--- src/rtl/toi2s_pkg.sv ---
// Shared types and default sizing for the multi-channel PWM block.
package toi2s_pkg;

  typedef enum logic {
    PWM_EDGE   = 1'b0,
    PWM_CENTER = 1'b1
  } pwm_mode_t;

  typedef enum logic {
    DIR_UP   = 1'b0,
    DIR_DOWN = 1'b1
  } pwm_dir_t;

  localparam int PWM_MC_N_CH = 4;
  localparam int PWM_MC_DW   = 8;

endpackage

--- src/rtl/pwm_mc_ch.sv ---
// One PWM channel: pending/active duty pair, compare against the shared counter, output register.
module pwm_mc_ch
  import toi2s_pkg::*;
#(
  parameter int DW = PWM_MC_DW
) (
  input  logic          clk,
  input  logic          resetb,
  input  logic          enable,
  input  logic          boundary,
  input  logic          load,
  input  logic [DW-1:0] duty_in,
  input  logic [DW-1:0] cnt,
  input  logic          pol,
  output logic          pwm_out
);

  logic [DW-1:0] duty_pend;
  logic [DW-1:0] duty_act;
  logic [DW-1:0] duty_eff;
  logic          raw;

  // The boundary cycle is the first cycle of the new period, so it already
  // compares against the duty being promoted in that same cycle.
  always_comb begin
    duty_eff = boundary ? duty_pend : duty_act;
    raw      = (cnt < duty_eff);
  end

  always_ff @(posedge clk) begin
    if (!resetb) begin
      duty_pend <= '0;
      duty_act  <= '0;
      pwm_out   <= 1'b0;
    end else begin
      if (load) begin
        duty_pend <= duty_in;
      end
      if (!enable || boundary) begin
        duty_act <= duty_pend;
      end
      pwm_out <= enable ? (raw ^ pol) : pol;
    end
  end

endmodule

--- src/rtl/pwm_mc.sv ---
// Multi-channel PWM: one shared edge/center-aligned timebase driving N_CH compare channels.
module pwm_mc
  import toi2s_pkg::*;
#(
  parameter int N_CH = PWM_MC_N_CH,
  parameter int DW   = PWM_MC_DW
) (
  input  logic               clk,
  input  logic               resetb,
  input  logic               enable,
  input  logic               center_mode,
  input  logic [N_CH*DW-1:0] duty_in,
  input  logic               load,
  input  logic [N_CH-1:0]    pol,
  output logic [N_CH-1:0]    pwm_out,
  output logic               period_start,
  output logic               upd_pending
);

  localparam logic [DW-1:0] CNT_MAX = {{(DW-1){1'b1}}, 1'b0};

  // load is a single-cycle strobe with no back-pressure: it is always accepted,
  // and a later strobe in the same period simply overwrites the pending duties.

  logic [DW-1:0] cnt, cnt_nxt;
  pwm_dir_t      dir, dir_nxt;
  pwm_mode_t     mode_act, mode_nxt;
  logic          boundary;

  always_comb begin
    cnt_nxt  = cnt;
    dir_nxt  = dir;
    mode_nxt = mode_act;
    boundary = enable && (cnt == '0) && (dir == DIR_UP);
    if (!enable) begin
      cnt_nxt = '0;
      dir_nxt = DIR_UP;
    end else begin
      if (boundary) begin
        mode_nxt = pwm_mode_t'(center_mode);
      end
      // Leaving the boundary cycle both modes step 0 -> 1, so the old mode is safe here.
      if (mode_act == PWM_EDGE) begin
        cnt_nxt = (cnt == CNT_MAX) ? '0 : cnt + DW'(1);
      end else if (dir == DIR_UP) begin
        if (cnt == CNT_MAX) dir_nxt = DIR_DOWN;
        else                cnt_nxt = cnt + DW'(1);
      end else begin
        if (cnt == '0) dir_nxt = DIR_UP;
        else           cnt_nxt = cnt - DW'(1);
      end
    end
  end

  always_ff @(posedge clk) begin
    if (!resetb) begin
      cnt          <= '0;
      dir          <= DIR_UP;
      mode_act     <= PWM_EDGE;
      period_start <= 1'b0;
      upd_pending  <= 1'b0;
    end else begin
      cnt          <= cnt_nxt;
      dir          <= dir_nxt;
      mode_act     <= mode_nxt;
      period_start <= boundary;
      if (!enable)       upd_pending <= 1'b0;
      else if (load)     upd_pending <= 1'b1;
      else if (boundary) upd_pending <= 1'b0;
    end
  end

  for (genvar i = 0; i < N_CH; i++) begin : g_ch
    pwm_mc_ch #(.DW(DW)) u_ch (
      .clk      (clk),
      .resetb   (resetb),
      .enable   (enable),
      .boundary (boundary),
      .load     (load),
      .duty_in  (duty_in[i*DW +: DW]),
      .cnt      (cnt),
      .pol      (pol[i]),
      .pwm_out  (pwm_out[i])
    );
  end

endmodule

--- config.mk ---
export PLATFORM = sky130hd
export DESIGN_NAME = pwm_mc
export DESIGN_NICKNAME = d
export VERILOG_FILES = /design/src/rtl/toi2s_pkg.sv /design/src/rtl/pwm_mc_ch.sv /design/src/rtl/pwm_mc.sv
export SDC_FILE = /design/constraint.sdc
export NUM_CORES = 1
export LEC_CHECK = 0
export ABC_AREA = 0
export CAP_MARGIN = 20
export CORE_MARGIN = 5
export CORE_UTILIZATION = 50
export DETAILED_ROUTE_END_ITERATION = 12
export GPL_TIMING_DRIVEN = 0
export MAX_ROUTING_LAYER = met4
export PLACE_DENSITY = 0.78
export RECOVER_POWER = 100
export SETUP_SLACK_MARGIN = 0.2
export SLEW_MARGIN = 15
export SYNTH_ARGS = -nofsm -noshare
export SYNTH_HDL_FRONTEND = slang
export SYNTH_SLANG_ARGS = --single-unit
--- constraint.sdc ---
create_clock -name clk -period 8.9 [get_ports clk]
set_input_delay 2.67 -clock clk [delete_from_list [all_inputs] [get_ports clk]]
set_output_delay 2.67 -clock clk [all_outputs]
set_load 0.05 [all_outputs]
After elaboration in Yosys (flattened, before gate mapping)
Index checks and enable logic that the tools add are counted.

Logic and storage cells: 58. Register bits: 80. Input port bits: 41. Output and inout bits: 6.

Bitwise gates (word level): 5. Muxes and demuxes: 18. Add/sub/neg operators: 2. Equality and inequality tests: 3. Reductions and logical operators: 9. Magnitude comparators: 4.

Operator list (number): $mux W8 (9); $lt A8 B8 Y1 (4); $mux W1 (9); $add A8 B1 Y8 const B (1); $eq A8 B8 Y1 const B (1); $logic_not A8 Y1 (1); $sub A8 B1 Y8 const B (1); $ne A3 B3 Y1 const B (2); $reduce_and A2 Y1 (3); $xor A1 B1 Y1 (4); $logic_and A1 B1 Y1 (2); $reduce_bool A2 Y1 (1); $logic_not A1 Y1 (1); $logic_or A1 B1 Y1 (1); $not A1 Y1 (1).

Logic depth before layout (Yosys ltp)
Gate-level depths: netlist (run 1).

Depth in word-level cells: 7. Gate-level depth with buffers: 15. Depth with buffers taken out: 12.

Cells and area by module
Synthesis (run 1) repeated with hierarchy kept, for this count alone.

Cells, all modules: 436. Area, all modules: 4451.8 µm².

Modules (own cells, without submodules): pwm_mc_ch (seq. area each 340.3 µm², area an instance 892.1 µm², instances 4, cells each 83); pwm_mc (seq. area each 240.2 µm², area an instance 883.3 µm², instances 1, cells each 104).

Worst setup path before layout (run 1)
No wires, ideal clock.

Path type: input to register. From: input enable. To: register g_ch[1].u_ch.pwm_out. Stages: 11. Library setup time: 0.070 ns. Arrival: 4.807 ns. Required time: 8.830 ns. Path slack: 4.022 ns. Buffers on the path: 2. Path through: clkbuf_1 nor2b_1 nand2_1 buf_1 mux2i_1 ha_1 nand2_1 o2111ai_1 a311o_1 a21o_1 a21oi_1.

Cells in the longest elaborated chain, start to end: 6.

Ends and longest elaborated chain: start, declared (RTL line pwm_mc.sv:10) `input logic enable,`; $logic_and A1 B1 Y1 (2 in series) (RTL line pwm_mc.sv:34) `boundary = enable && (cnt == '0) && (dir == DIR_UP);`; $mux W8 (RTL line pwm_mc_ch.sv:26) `duty_eff = boundary ? duty_pend : duty_act;`; $lt A8 B8 Y1 (RTL line pwm_mc_ch.sv:27) `raw = (cnt < duty_eff);`; $xor A1 B1 Y1 (RTL line pwm_mc_ch.sv:42) `pwm_out <= enable ? (raw ^ pol) : pol;`; $mux W1 * (RTL line pwm_mc_ch.sv:42); end signal, assigned (RTL line pwm_mc_ch.sv:42); end, declared (RTL line pwm_mc_ch.sv:15) `output logic pwm_out`.

Every way passes the cells marked *; elsewhere a longest branch is shown, timed or not. A chain may end at the register's enable or synchronous reset.

Worst setup path after layout (run 1)
From: input enable. To: register g_ch[3].u_ch.pwm_out.

Cells in the longest elaborated chain, start to end: 6.

Ends and longest elaborated chain (RTL line): $logic_and A1 B1 Y1 (2 in series) (pwm_mc.sv:34); $mux W8 (pwm_mc_ch.sv:26); $lt A8 B8 Y1 (pwm_mc_ch.sv:27); $xor A1 B1 Y1 (pwm_mc_ch.sv:42); $mux W1 * (pwm_mc_ch.sv:42); end signal, assigned (pwm_mc_ch.sv:42); end, declared (pwm_mc_ch.sv:15).

Marked as above.

==> results.md, run 1 <==
- Status: complete, no violations
- Post-synthesis cell count: 498
- Post-route cell area: 5060 um2
- Combinational share of power: 17.7%
- Num ports: 47
- Share of cells above drive strength 1: 6.81%
- Switching share of power: 28.5%
- GP Congestion: 0.929
- Root Buffer: clkbuf_8
- Overflow after GRT: 0
- Via Count: 3,820
- Startpoint class of the critical path: primary input
- Routed WL per cell: 16.8 um
- Syn Nets: 571
- CP max FO: 10
- Critical R2R Launch: cnt[0]$_SDFFE_PN0P_
- Starting Density: 51.9%
- P_leak: 2.12 nW
- Cell Chain, Critical Path: clkbuf_1 -> nor2b_1 -> nand2_1 -> clkbuf_1 -> mux2i_1 -> ha_1 -> nand2_1 -> o2111ai_1 -> a211oi_1 -> nor3_1 -> nor3_1
- WP data required: 9.16 ns
- Yosys warning total: 0
- Setup TNS: 0 ns
- CP Launch Point: enable
- Synthesized flop and latch total: 80
- Maximum vdd drop: 0.0857 mV
- DRC violations left: 0
- Std cell rows: 33
- Crit share post-route: 58.6%
- P_int: 0.571 mW
- Insertion delay to the later sink of the worst-skew pair: 0.36 ns
- CTS resizes: 0
- Nets: 626
- First-pass GRT wire length: 17,900 um
- CTS Buffer Depth: 2
- Measured slew at the worst slew-check pin: 0.971 ns
- Worst slew margin: 34.6%
- Clk pin slew, worst setup/hold paths: 0.08 ns
- CP top delay family: buffers and inverters
- Yosys top cell by area: dfxtp_1
- CTS sink count: 80
- Post-synth ARST share: 0%
- Routed Antenna Nets: 0
- IO buf count: 44
- Sequential share of power: 48.7%
- Commonest cells after routing, fill and taps aside: 84 x nand2_1, 80 x dfxtp_1, 62 x mux2i_1
- PwrDens: 158 nW/um2
- Placement-stage cell area: 4880 um2
- Synth Flop Type: dfxtp_1
- Hold Slack: 0.455 ns
- Via/cell ratio: 5.76
- Final Setup Violations: 0
- Maxcap violations: 0
- Die Height: 103 um
- Number of antenna violations at the first check in global routing: 0
- WP buf/inv: 2
- Cell area after synthesis: 4310 um2
- Synth unique cells: 52
- DRT iter0 DRCs: 214
- Crit Path Class: in2reg
- Die X: 103 um
- Hold Startpoint: g_ch[3].u_ch.duty_act[5]$_SDFFE_PN0P_
- Number of buffers added to fix hold violations after cts: 0
- Number of synthesized flops with an enable pin: 0
- Critical path capture point type: flip-flop
- Final Max Slew Viols: 0
- Cts bufs inserted: 9
- Switch Pwr: 0.228 mW
- Post-DP HPWL: 7990 um
- Fmax: 192 MHz
- Crit path arrival time: 5.48 ns
- Final Hold Viols: 0
- Min-Delay Path Class: reg2reg
- Die area: 10,600 um2
- Syn avg cell area: 8.65 um2
- Vias in the first global route: 3,736
- Total core area: 8300 um2
- Largest net degree at the start of global routing: 15
- Postcts setup bufs: 0
- Global-route usage over all layers: 22.6%
- Slowest cell on crit path: clkbuf_1
- Top post-synthesis cells by area: dfxtp_1 37%, mux2i_1 14%, ha_1 9.3%, nand2_1 7.3%, a21oi_1 5.2%
- RSZ-0062 raised after global routing: false
- Share of Yosys cell area claimed by the top area cell type: 37.2%
- Final wirelength: 11,100 um
- Minimum clock period: 5.22 ns
- Max H-tree Level: 3
- Drt pass-1 iters: 5
- Seq/Total Area, Yosys: 37.2%
- Layout area overhead: 17.6%
- Clock skew: 0.00842 ns
- Ant. Diodes: 0
- Max incr delay on CP: 0.65 ns
- Clock power share: 33.7%
- TritonCTS clock tree: yes
- Most common cell after layout, fill and taps aside: nand2_1
stage by stage:
step	util (%)	worst slack, ns	instances	power (mW)
after floorplan	-	4.02	498	0.490
after global placement	58.8	3.44	647	0.534
after detailed placement	58.8	3.41	647	0.539
after CTS	61.1	3.76	663	0.805
after global routing	61.0	3.52	663	0.835
final	61.0	3.68	663	0.800
synth_stat cells (all sizes together), types with 2 or more instances:
library cell  number
nand4              7
a21oi             45
nor3b              3
nand3              6
clkbuf            19
a211o              4
o21a               5
mux2i             62
o21bai             2
xnor2              4
a31oi              3
o41a               2
nor2b              2
ha                32
o21ai              8
dfxtp             80
nand2b             4
or3                2
buf               15
or4                2
o2111ai            4
nor2              49
inv               14
a211oi             8
o311ai             4
nor3               8
or2                3
nand2             84
o31ai              2
sequential cells by signal, summed over array words and instances (netlist names):
name	cells
g_ch.u_ch.duty_act	32
g_ch.u_ch.duty_pend	32
cnt	8
g_ch.u_ch.pwm_out	4
dir	1
mode_act	1
period_start	1
upd_pending	1
final timing paths:
| kind | end | slack [ns] | cells past startpoint |
|---|---|---|---|
| worst min register to register | g_ch[3].u_ch.duty_act[5]$_SDFFE_PN0P_ | 0.46 | 2 |
| worst max-delay path | g_ch[3].u_ch.pwm_out$_SDFF_PN0_ | 3.68 | 11 |
| worst max register to register | g_ch[3].u_ch.pwm_out$_SDFF_PN0_ | 4.44 | 15 |
| worst min-delay path | g_ch[3].u_ch.duty_act[5]$_SDFFE_PN0P_ | 0.46 | 2 |
final cells by class:
type | count | area (um2)
Clock buffer | 10 | 128
Sequential cell | 80 | 1600
Tap cell | 105 | 131
Buffer | 34 | 175
Timing Repair Buffer | 44 | 440
Multi-Input combinational cell | 370 | 2460
Inverter | 14 | 52.6
Clock inverter | 6 | 67.6
Fill cell | 716 | 3240
cells by family (layout without fill, tap and decap cells):
kind of cell | after synthesis | in the layout | share of synthesized area (%)
fa+ha+maj | 32 | 32 | 9.30
flops | 80 | 80 | 37.2
compound gates | 96 | 96 | 14.6
mux | 62 | 62 | 14.4
xor+xnor | 5 | 5 | 1.02
buf+inv | 48 | 108 | 5.32
simple gates | 175 | 175 | 18.1
power groups by stage:
stage | sequential (mW) | clock [mW] | combinational [mW]
after detailed placement | 0.397 | 0 | 0.142
after global placement | 0.396 | 0 | 0.138
after floorplan | 0.395 | 0 | 0.0948
final | 0.389 | 0.269 | 0.141
after CTS | 0.389 | 0.273 | 0.143
after global routing | 0.391 | 0.289 | 0.154
tightest hold or removal path, cell delays in order, from the launching register on:
cell     delay (ns)
dfxtp_1        0.31
nand2_1        0.05
a21oi_1        0.05
layer usage:
| metal | up-vias | wire length, um | track usage (%) |
|---|---|---|---|
| met4 | 0 | 365 | 11.0 |
| met3 | 35 | 677 | 3.65 |
| met5 | - | 0 | - |
| li1 | 1850 | - | - |
| met1 | 1800 | 4880 | 28.7 |
| met2 | 135 | 5210 | 35.1 |
Power figures use the tool's default switching activity.
==> inputs of run 2 (changes only) <==
- PLACE_DENSITY: 0.78 -> 0.81
- clock period: 8.9 -> 4.75 ns (I/O delays scaled with it)
==> results.md, run 2 (synthesis results as in run 1) <==
- Number of buffers added to fix hold violations after cts: 0 (unchanged)
- Via Count: 3,815 (was 3,820)
- DRT iter0 DRCs: 244 (was 214)
- Fillers: 717 (was 716)
- Crit path arrival time: 4.33 ns (was 5.48 ns)
- Die area: 10,600 um2 (unchanged)
- Critical R2R Launch: cnt[0]$_SDFFE_PN0P_ (unchanged)
- Root Buffer: clkbuf_8 (unchanged)
- Postcts setup bufs: 0 (unchanged)
- WP buf/inv: 4 (was 2)
- Global-route usage over all layers: 22.8% (was 22.6%)
- Setup TNS: 0 ns (unchanged)
- Met1 WL: 4930 um (was 4880 um)
- Share of cells above drive strength 1: 6.63% (was 6.81%)
- R2R cell count: 15 (unchanged)
- Cts bufs inserted: 9 (unchanged)
- Fmax: 246 MHz
- Starting Density: 51.9% (unchanged)
- Critical path capture point type: flip-flop (unchanged)
- Maxcap violations: 0 (unchanged)
- Final Max Slew Viols: 0 (unchanged)
- CP Launch Point: cnt[0]$_SDFFE_PN0P_ (was enable)
- Worst setup path endpoint: g_ch[1].u_ch.pwm_out$_SDFF_PN0_ (was g_ch[3].u_ch.pwm_out$_SDFF_PN0_)
- Post-DP HPWL: 8020 um (was 7990 um)
- WP data required: 5.02 ns (was 9.16 ns)
- IO buf count: 44 (unchanged)
- Util after Layout: 61.3% (was 61.0%)
- CTS resizes: 0 (unchanged)
- Die Height: 103 um (unchanged)
- PwrDens: 303 nW/um2 (was 158 nW/um2)
- Vias in the first global route: 3,749 (was 3,736)
- Startpoint class of the critical path: flip-flop (was primary input)
- Clock skew: 0.0113 ns (was 0.00842 ns)
- Final wirelength: 11,200 um (was 11,100 um)
- Measured slew at the worst slew-check pin: 1.04 ns (was 0.971 ns)
- DRC violations left: 0 (unchanged)
- Worst slew margin: 29.9% (was 34.6%)
- Drt pass-1 iters: 5 (unchanged)
- Layout area overhead: 18.1% (was 17.6%)
- Insertion delay to the later sink of the worst-skew pair: 0.36 ns (about the same)
- Number of antenna violations at the first check in global routing: 0 (unchanged)
- Total core area: 8300 um2 (unchanged)
- R2r setup slk: 0.69 ns (was 4.44 ns)
- Routed WL per cell: 16.9 um (was 16.8 um)
- Num ports: 47 (unchanged)
- Crit share post-route: 85.4%
- CTS sink count: 80 (unchanged)
- Cell Chain, Critical Path: clkbuf_1 -> inv_1 -> ha_1 -> or3b_2 -> clkbuf_1 -> nor2_1 -> nand2_1 -> buf_2 -> mux2i_1 -> ha_1 -> a21oi_1 -> o2111ai_1 -> a311o_1 -> a21o_1 -> a21oi_1 (was clkbuf_1 -> nor2b_1 -> nand2_1 -> clkbuf_1 -> mux2i_1 -> ha_1 -> nand2_1 -> o2111ai_1 -> a211oi_1 -> nor3_1 -> nor3_1)
- Met2 routed WL: 5210 um (about the same)
- Clk pin slew, worst setup/hold paths: 0.08 ns (about the same)
- Max incr delay on CP: 0.40 ns (was 0.65 ns)
- Final Setup Violations: 0 (unchanged)
- Ant. Diodes: 0 (unchanged)
- Reg2reg end: g_ch[1].u_ch.pwm_out$_SDFF_PN0_ (was g_ch[3].u_ch.pwm_out$_SDFF_PN0_)
- Regs by FF count: g_ch.u_ch.duty_act (32), g_ch.u_ch.duty_pend (32), cnt (8) (unchanged)
- Max H-tree Level: 3 (unchanged)
- P_leak: 2.13 nW (was 2.12 nW)
- Status: complete, no violations (unchanged)
- CP max FO: 10 (unchanged)
- GP Congestion: 0.941 (was 0.929)
- Number of cells on the critical path: 15 (was 11)
- Maximum vdd drop: 0.232 mV (was 0.0857 mV)
- Crit Path Class: reg2reg (was in2reg)
- DR top layer: met4 (unchanged)
- Commonest cells after routing, fill and taps aside: 84 x nand2_1, 80 x dfxtp_1, 62 x mux2i_1 (unchanged)
- Routed length on met3: 817 um (was 677 um)
- CP top delay family: buffers and inverters (unchanged)
- CTS Buffer Depth: 2 (unchanged)
- Nets: 626 (unchanged)
- Hold Slack: 0.454 ns (was 0.455 ns)
- RSZ-0062 raised after global routing: false (unchanged)
- Most common cell after layout, fill and taps aside: nand2_1 (unchanged)
- Minimum clock period: 4.06 ns
- Min-Delay Path Class: reg2reg (unchanged)
- Std cell rows: 33 (unchanged)
- Power Total: 1.54 mW (was 0.800 mW)
- TritonCTS clock tree: yes (unchanged)
- Final Hold Viols: 0 (unchanged)
- Slowest cell on crit path: clkbuf_1 (unchanged)
- Routed Antenna Nets: 0 (unchanged)
- Largest net degree at the start of global routing: 14 (was 15)
- Overflow after GRT: 0 (unchanged)
- First-pass GRT wire length: 18,000 um (was 17,900 um)
- Via/cell ratio: 5.75 (was 5.76)
- Die X: 103 um (unchanged)
run 2: final cells by class:
type,instances,area [um2],share of cell area (%)
clock inverters,5,81.3,1.60
multi-input cells,370,2470,48.7
well taps,105,131,2.58
plain buffers,34,170,3.35
clock buffers,11,131,2.58
repair buffers,44,440,8.66
flip-flops and latches,80,1600,31.5
inverters,14,52.6,1.03
run 2: routing by layer:
metal	track usage [%]	up-vias
met1	28.1	1795
met5	-	-
li1	-	1857
met3	5.14	25
met4	9.26	0
met2	36.1	138
run 2: worst reg2reg max path, stage by stage, from the launching register on:
cell       delay [ns]
dfxtp_1          0.34
clkbuf_1         0.40
inv_1            0.30
ha_1             0.32
or3b_2           0.20
clkbuf_1         0.31
nor2_1           0.10
nand2_1          0.15
buf_2            0.35
mux2i_1          0.27
ha_1             0.27
a21oi_1          0.17
o2111ai_1        0.15
a311o_1          0.33
a21o_1           0.18
a21oi_1          0.16
run 2: stage by stage:
step	setup slack (ns)	instance area, um2	instances
floorplan	1.12	4310	498
CTS	0.495	5090	663
global route	0.460	5080	663
finish	0.693	5080	663
detailed placement	0.531	4880	647
global placement	0.536	4880	647
run 2: where the power goes:
part / switching, mW / leakage [nW] / internal (mW) / total [mW]
Clock: 0.250 / 0.104 / 0.297 / 0.546
Sequential: 0.0236 / 0.656 / 0.705 / 0.729
Combinational: 0.145 / 1.37 / 0.120 / 0.265
run 2: worst min-delay path by stage:
| stage | startpoint | end | cells after the start |
|---|---|---|---|
| floorplan | g_ch[1].u_ch.duty_act[0]$_SDFFE_PN0P_ | g_ch[1].u_ch.duty_act[0]$_SDFFE_PN0P_ | 2 |
| global placement | g_ch[1].u_ch.duty_act[0]$_SDFFE_PN0P_ | g_ch[1].u_ch.duty_act[0]$_SDFFE_PN0P_ | 2 |
| detailed placement | g_ch[2].u_ch.duty_act[2]$_SDFFE_PN0P_ | g_ch[2].u_ch.duty_act[2]$_SDFFE_PN0P_ | 2 |
| CTS | g_ch[1].u_ch.duty_act[6]$_SDFFE_PN0P_ | g_ch[1].u_ch.duty_act[6]$_SDFFE_PN0P_ | 2 |
| global route | g_ch[2].u_ch.duty_act[6]$_SDFFE_PN0P_ | g_ch[2].u_ch.duty_act[6]$_SDFFE_PN0P_ | 2 |
| finish | g_ch[2].u_ch.duty_act[7]$_SDFFE_PN0P_ | g_ch[2].u_ch.duty_act[7]$_SDFFE_PN0P_ | 2 |
==> inputs of run 3 (changes only) <==
- CORE_MARGIN: 5 -> 4
- TNS_END_PERCENT: unset -> 20
==> results.md, run 3 (synthesis results as in run 1) <==
- Nets: 626 (unchanged)
- WP data required: 5.04 ns (was 5.02 ns)
- Most common cell after layout, fill and taps aside: nand2_1 (unchanged)
- Fmax: 249 MHz (was 246 MHz)
- CTS sink count: 80 (unchanged)
- Num ports: 47 (unchanged)
- Minimum clock period: 4.01 ns (was 4.06 ns)
- Area of the multi-input gates: 2470 um2 (about the same)
- Crit share post-route: 84.5% (was 85.4%)
- Vias in the first global route: 3,819 (was 3,749)
- Share of cells above drive strength 1: 6.45% (was 6.63%)
- Maximum vdd drop: 0.232 mV (about the same)
- Layout area overhead: 18.5% (was 18.1%)
- Crit Path Class: reg2reg (unchanged)
- Insertion delay to the later sink of the worst-skew pair: 0.37 ns (was 0.36 ns)
- Starting Density: 51.9% (unchanged)
- Startpoint class of the critical path: flip-flop (unchanged)
- Crit path arrival time: 4.30 ns (was 4.33 ns)
- Setup TNS: 0 ns (unchanged)
- Status: complete, no violations (unchanged)
- RSZ-0062 raised after global routing: false (unchanged)
- Clock skew: 0.0119 ns (was 0.0113 ns)
- Overflow after GRT: 0 (unchanged)
- Global-route usage over all layers: 23.6% (was 22.8%)
- Via Count: 3,782 (was 3,815)
- Routed Antenna Nets: 0 (unchanged)
- Critical R2R Launch: cnt[0]$_SDFFE_PN0P_ (unchanged)
- Util after Layout: 61.5% (was 61.3%)
- DRC violations left: 0 (unchanged)
- Die Height: 101 um (was 103 um)
- WHS Endpoint: g_ch[3].u_ch.duty_act[2]$_SDFFE_PN0P_ (was g_ch[2].u_ch.duty_act[7]$_SDFFE_PN0P_)
- GP Congestion: 0.934 (was 0.941)
- Hold Startpoint: g_ch[3].u_ch.duty_act[2]$_SDFFE_PN0P_ (was g_ch[2].u_ch.duty_act[7]$_SDFFE_PN0P_)
- Worst slew margin: 35.1% (was 29.9%)
- Maxcap violations: 0 (unchanged)
- CTS resizes: 0 (unchanged)
- Final Max Slew Viols: 0 (unchanged)
- Number of buffers added to fix hold violations after cts: 0 (unchanged)
- Measured slew at the worst slew-check pin: 0.965 ns (was 1.04 ns)
- CTS Buffer Depth: 2 (unchanged)
- DRT iter0 DRCs: 195 (was 244)
- Min-Delay Path Class: reg2reg (unchanged)
- Slowest cell on crit path: clkbuf_1 (unchanged)
- Final Hold Viols: 0 (unchanged)
- Total core area: 8300 um2 (unchanged)
- R2r setup slk: 0.74 ns (was 0.69 ns)
- R2R cell count: 15 (unchanged)
- Cts bufs inserted: 9 (unchanged)
- Regs by FF count: g_ch.u_ch.duty_act (32), g_ch.u_ch.duty_pend (32), cnt (8) (unchanged)
- Root Buffer: clkbuf_8 (unchanged)
- Clk pin slew, worst setup/hold paths: 0.09 ns (was 0.08 ns)
- Final wirelength: 11,100 um (was 11,200 um)
- Max incr delay on CP: 0.40 ns (about the same)
- Post-DP HPWL: 7960 um (was 8020 um)
- Max H-tree Level: 3 (unchanged)
- Critical path capture point type: flip-flop (unchanged)
- Routed WL per cell: 16.8 um (was 16.9 um)
- IO buf count: 44 (unchanged)
- Std cell rows: 33 (unchanged)
- Reg2reg end: g_ch[1].u_ch.pwm_out$_SDFF_PN0_ (unchanged)
- Largest net degree at the start of global routing: 14 (unchanged)
- P_leak: 2.14 nW (was 2.13 nW)
- Die area: 10,200 um2 (was 10,600 um2)
- Worst Hold Path Cells: 2 (unchanged)
- Cell Chain, Critical Path: clkbuf_1 -> inv_1 -> ha_1 -> or3b_2 -> clkbuf_1 -> nor2_1 -> nand2_1 -> buf_2 -> mux2i_1 -> ha_1 -> a21oi_1 -> o2111ai_1 -> a311o_1 -> a21o_1 -> a21oi_1 (unchanged)
- Ant. Diodes: 0 (unchanged)
- Drt pass-1 iters: 5 (unchanged)
- Register area: 1600 um2 (unchanged)
- TritonCTS clock tree: yes (unchanged)
- Die X: 101 um (was 103 um)
- Number of antenna violations at the first check in global routing: 0 (unchanged)
- CP max FO: 10 (unchanged)
- PwrDens: 314 nW/um2 (was 303 nW/um2)
- First-pass GRT wire length: 18,200 um (was 18,000 um)
- Postcts setup bufs: 0 (unchanged)
- Final Setup Violations: 0 (unchanged)
- Commonest cells after routing, fill and taps aside: 84 x nand2_1, 80 x dfxtp_1, 62 x mux2i_1 (unchanged)
- Via/cell ratio: 5.70 (was 5.75)
- Fillers: 711 (was 717)
[run 3: cell count changes in the layout (fill, tap and decap cells not counted)]
cell        change
bufinv_16       +1
a211oi_1        +1
clkinvlp_4      -1
inv_6           +1
clkinv_4        -1
a211oi_2        -1
[run 3: how the worst max path moves through the flow]
| stage | end | startpoint | depth (start not counted) |
|---|---|---|---|
| global route | g_ch[0].u_ch.pwm_out$_SDFF_PN0_ | cnt[0]$_SDFFE_PN0P_ | 15 |
| detailed placement | g_ch[1].u_ch.pwm_out$_SDFF_PN0_ | cnt[0]$_SDFFE_PN0P_ | 15 |
| floorplan | g_ch[1].u_ch.pwm_out$_SDFF_PN0_ | enable | 11 |
| CTS | g_ch[1].u_ch.pwm_out$_SDFF_PN0_ | cnt[0]$_SDFFE_PN0P_ | 15 |
| finish | g_ch[1].u_ch.pwm_out$_SDFF_PN0_ | cnt[0]$_SDFFE_PN0P_ | 15 |
| global placement | g_ch[1].u_ch.pwm_out$_SDFF_PN0_ | cnt[0]$_SDFFE_PN0P_ | 15 |
[run 3: area by class of cell]
| class | instances | share of cell area (%) |
|---|---|---|
| clock buffer | 11 | 2.58 |
| inverter | 14 | 1.03 |
| sequential | 80 | 31.4 |
| multi-input combinational | 370 | 48.4 |
| tap | 105 | 2.58 |
| timing repair buffer | 44 | 8.63 |
| clock inverter | 5 | 2.04 |
| buffer | 34 | 3.34 |
[run 3: metal layers]
layer / GRT usage, % / part of all wire [%] / vias up
met3: 4.78 / 6.9 / 24
met5: - / 0 / -
met4: 9.02 / 2.4 / 0
met1: 27.4 / 43 / 1775
met2: 40.2 / 48 / 124
li1: - / - / 1859
[run 3: power breakdown]
group	total, mW	leakage (nW)	switching [mW]	internal [mW]
clock	0.609	0.118	0.258	0.351
combinational	0.263	1.37	0.144	0.119
sequential	0.729	0.656	0.0242	0.705
total	1.60	2.14	0.426	1.18
[run 3: through the flow]
| stage | hold slack, ns | setup WS, ns | total power [mW] | cell area (um2) | instances |
|---|---|---|---|---|---|
| 3_5_place_dp | 0.445 | 0.523 | 1.01 | 4880 | 647 |
| 5_1_grt | 0.474 | 0.456 | 1.66 | 5100 | 663 |
| 4_1_cts | 0.456 | 0.475 | 1.61 | 5110 | 663 |
| 2_1_floorplan | 0.429 | 1.12 | 0.917 | 4310 | 498 |
| 6_report | 0.456 | 0.736 | 1.60 | 5100 | 663 |
| 3_3_place_gp | 0.435 | 0.530 | 0.999 | 4880 | 647 |
[run 3: critical path, delay by kind of cell (launching register included)]
kind	cells	cell delay, ns
compound gates	5	0.95
simple gates	3	0.44
fa+ha+maj	2	0.59
mux	1	0.26
buf+inv	4	1.35
flops	1	0.35
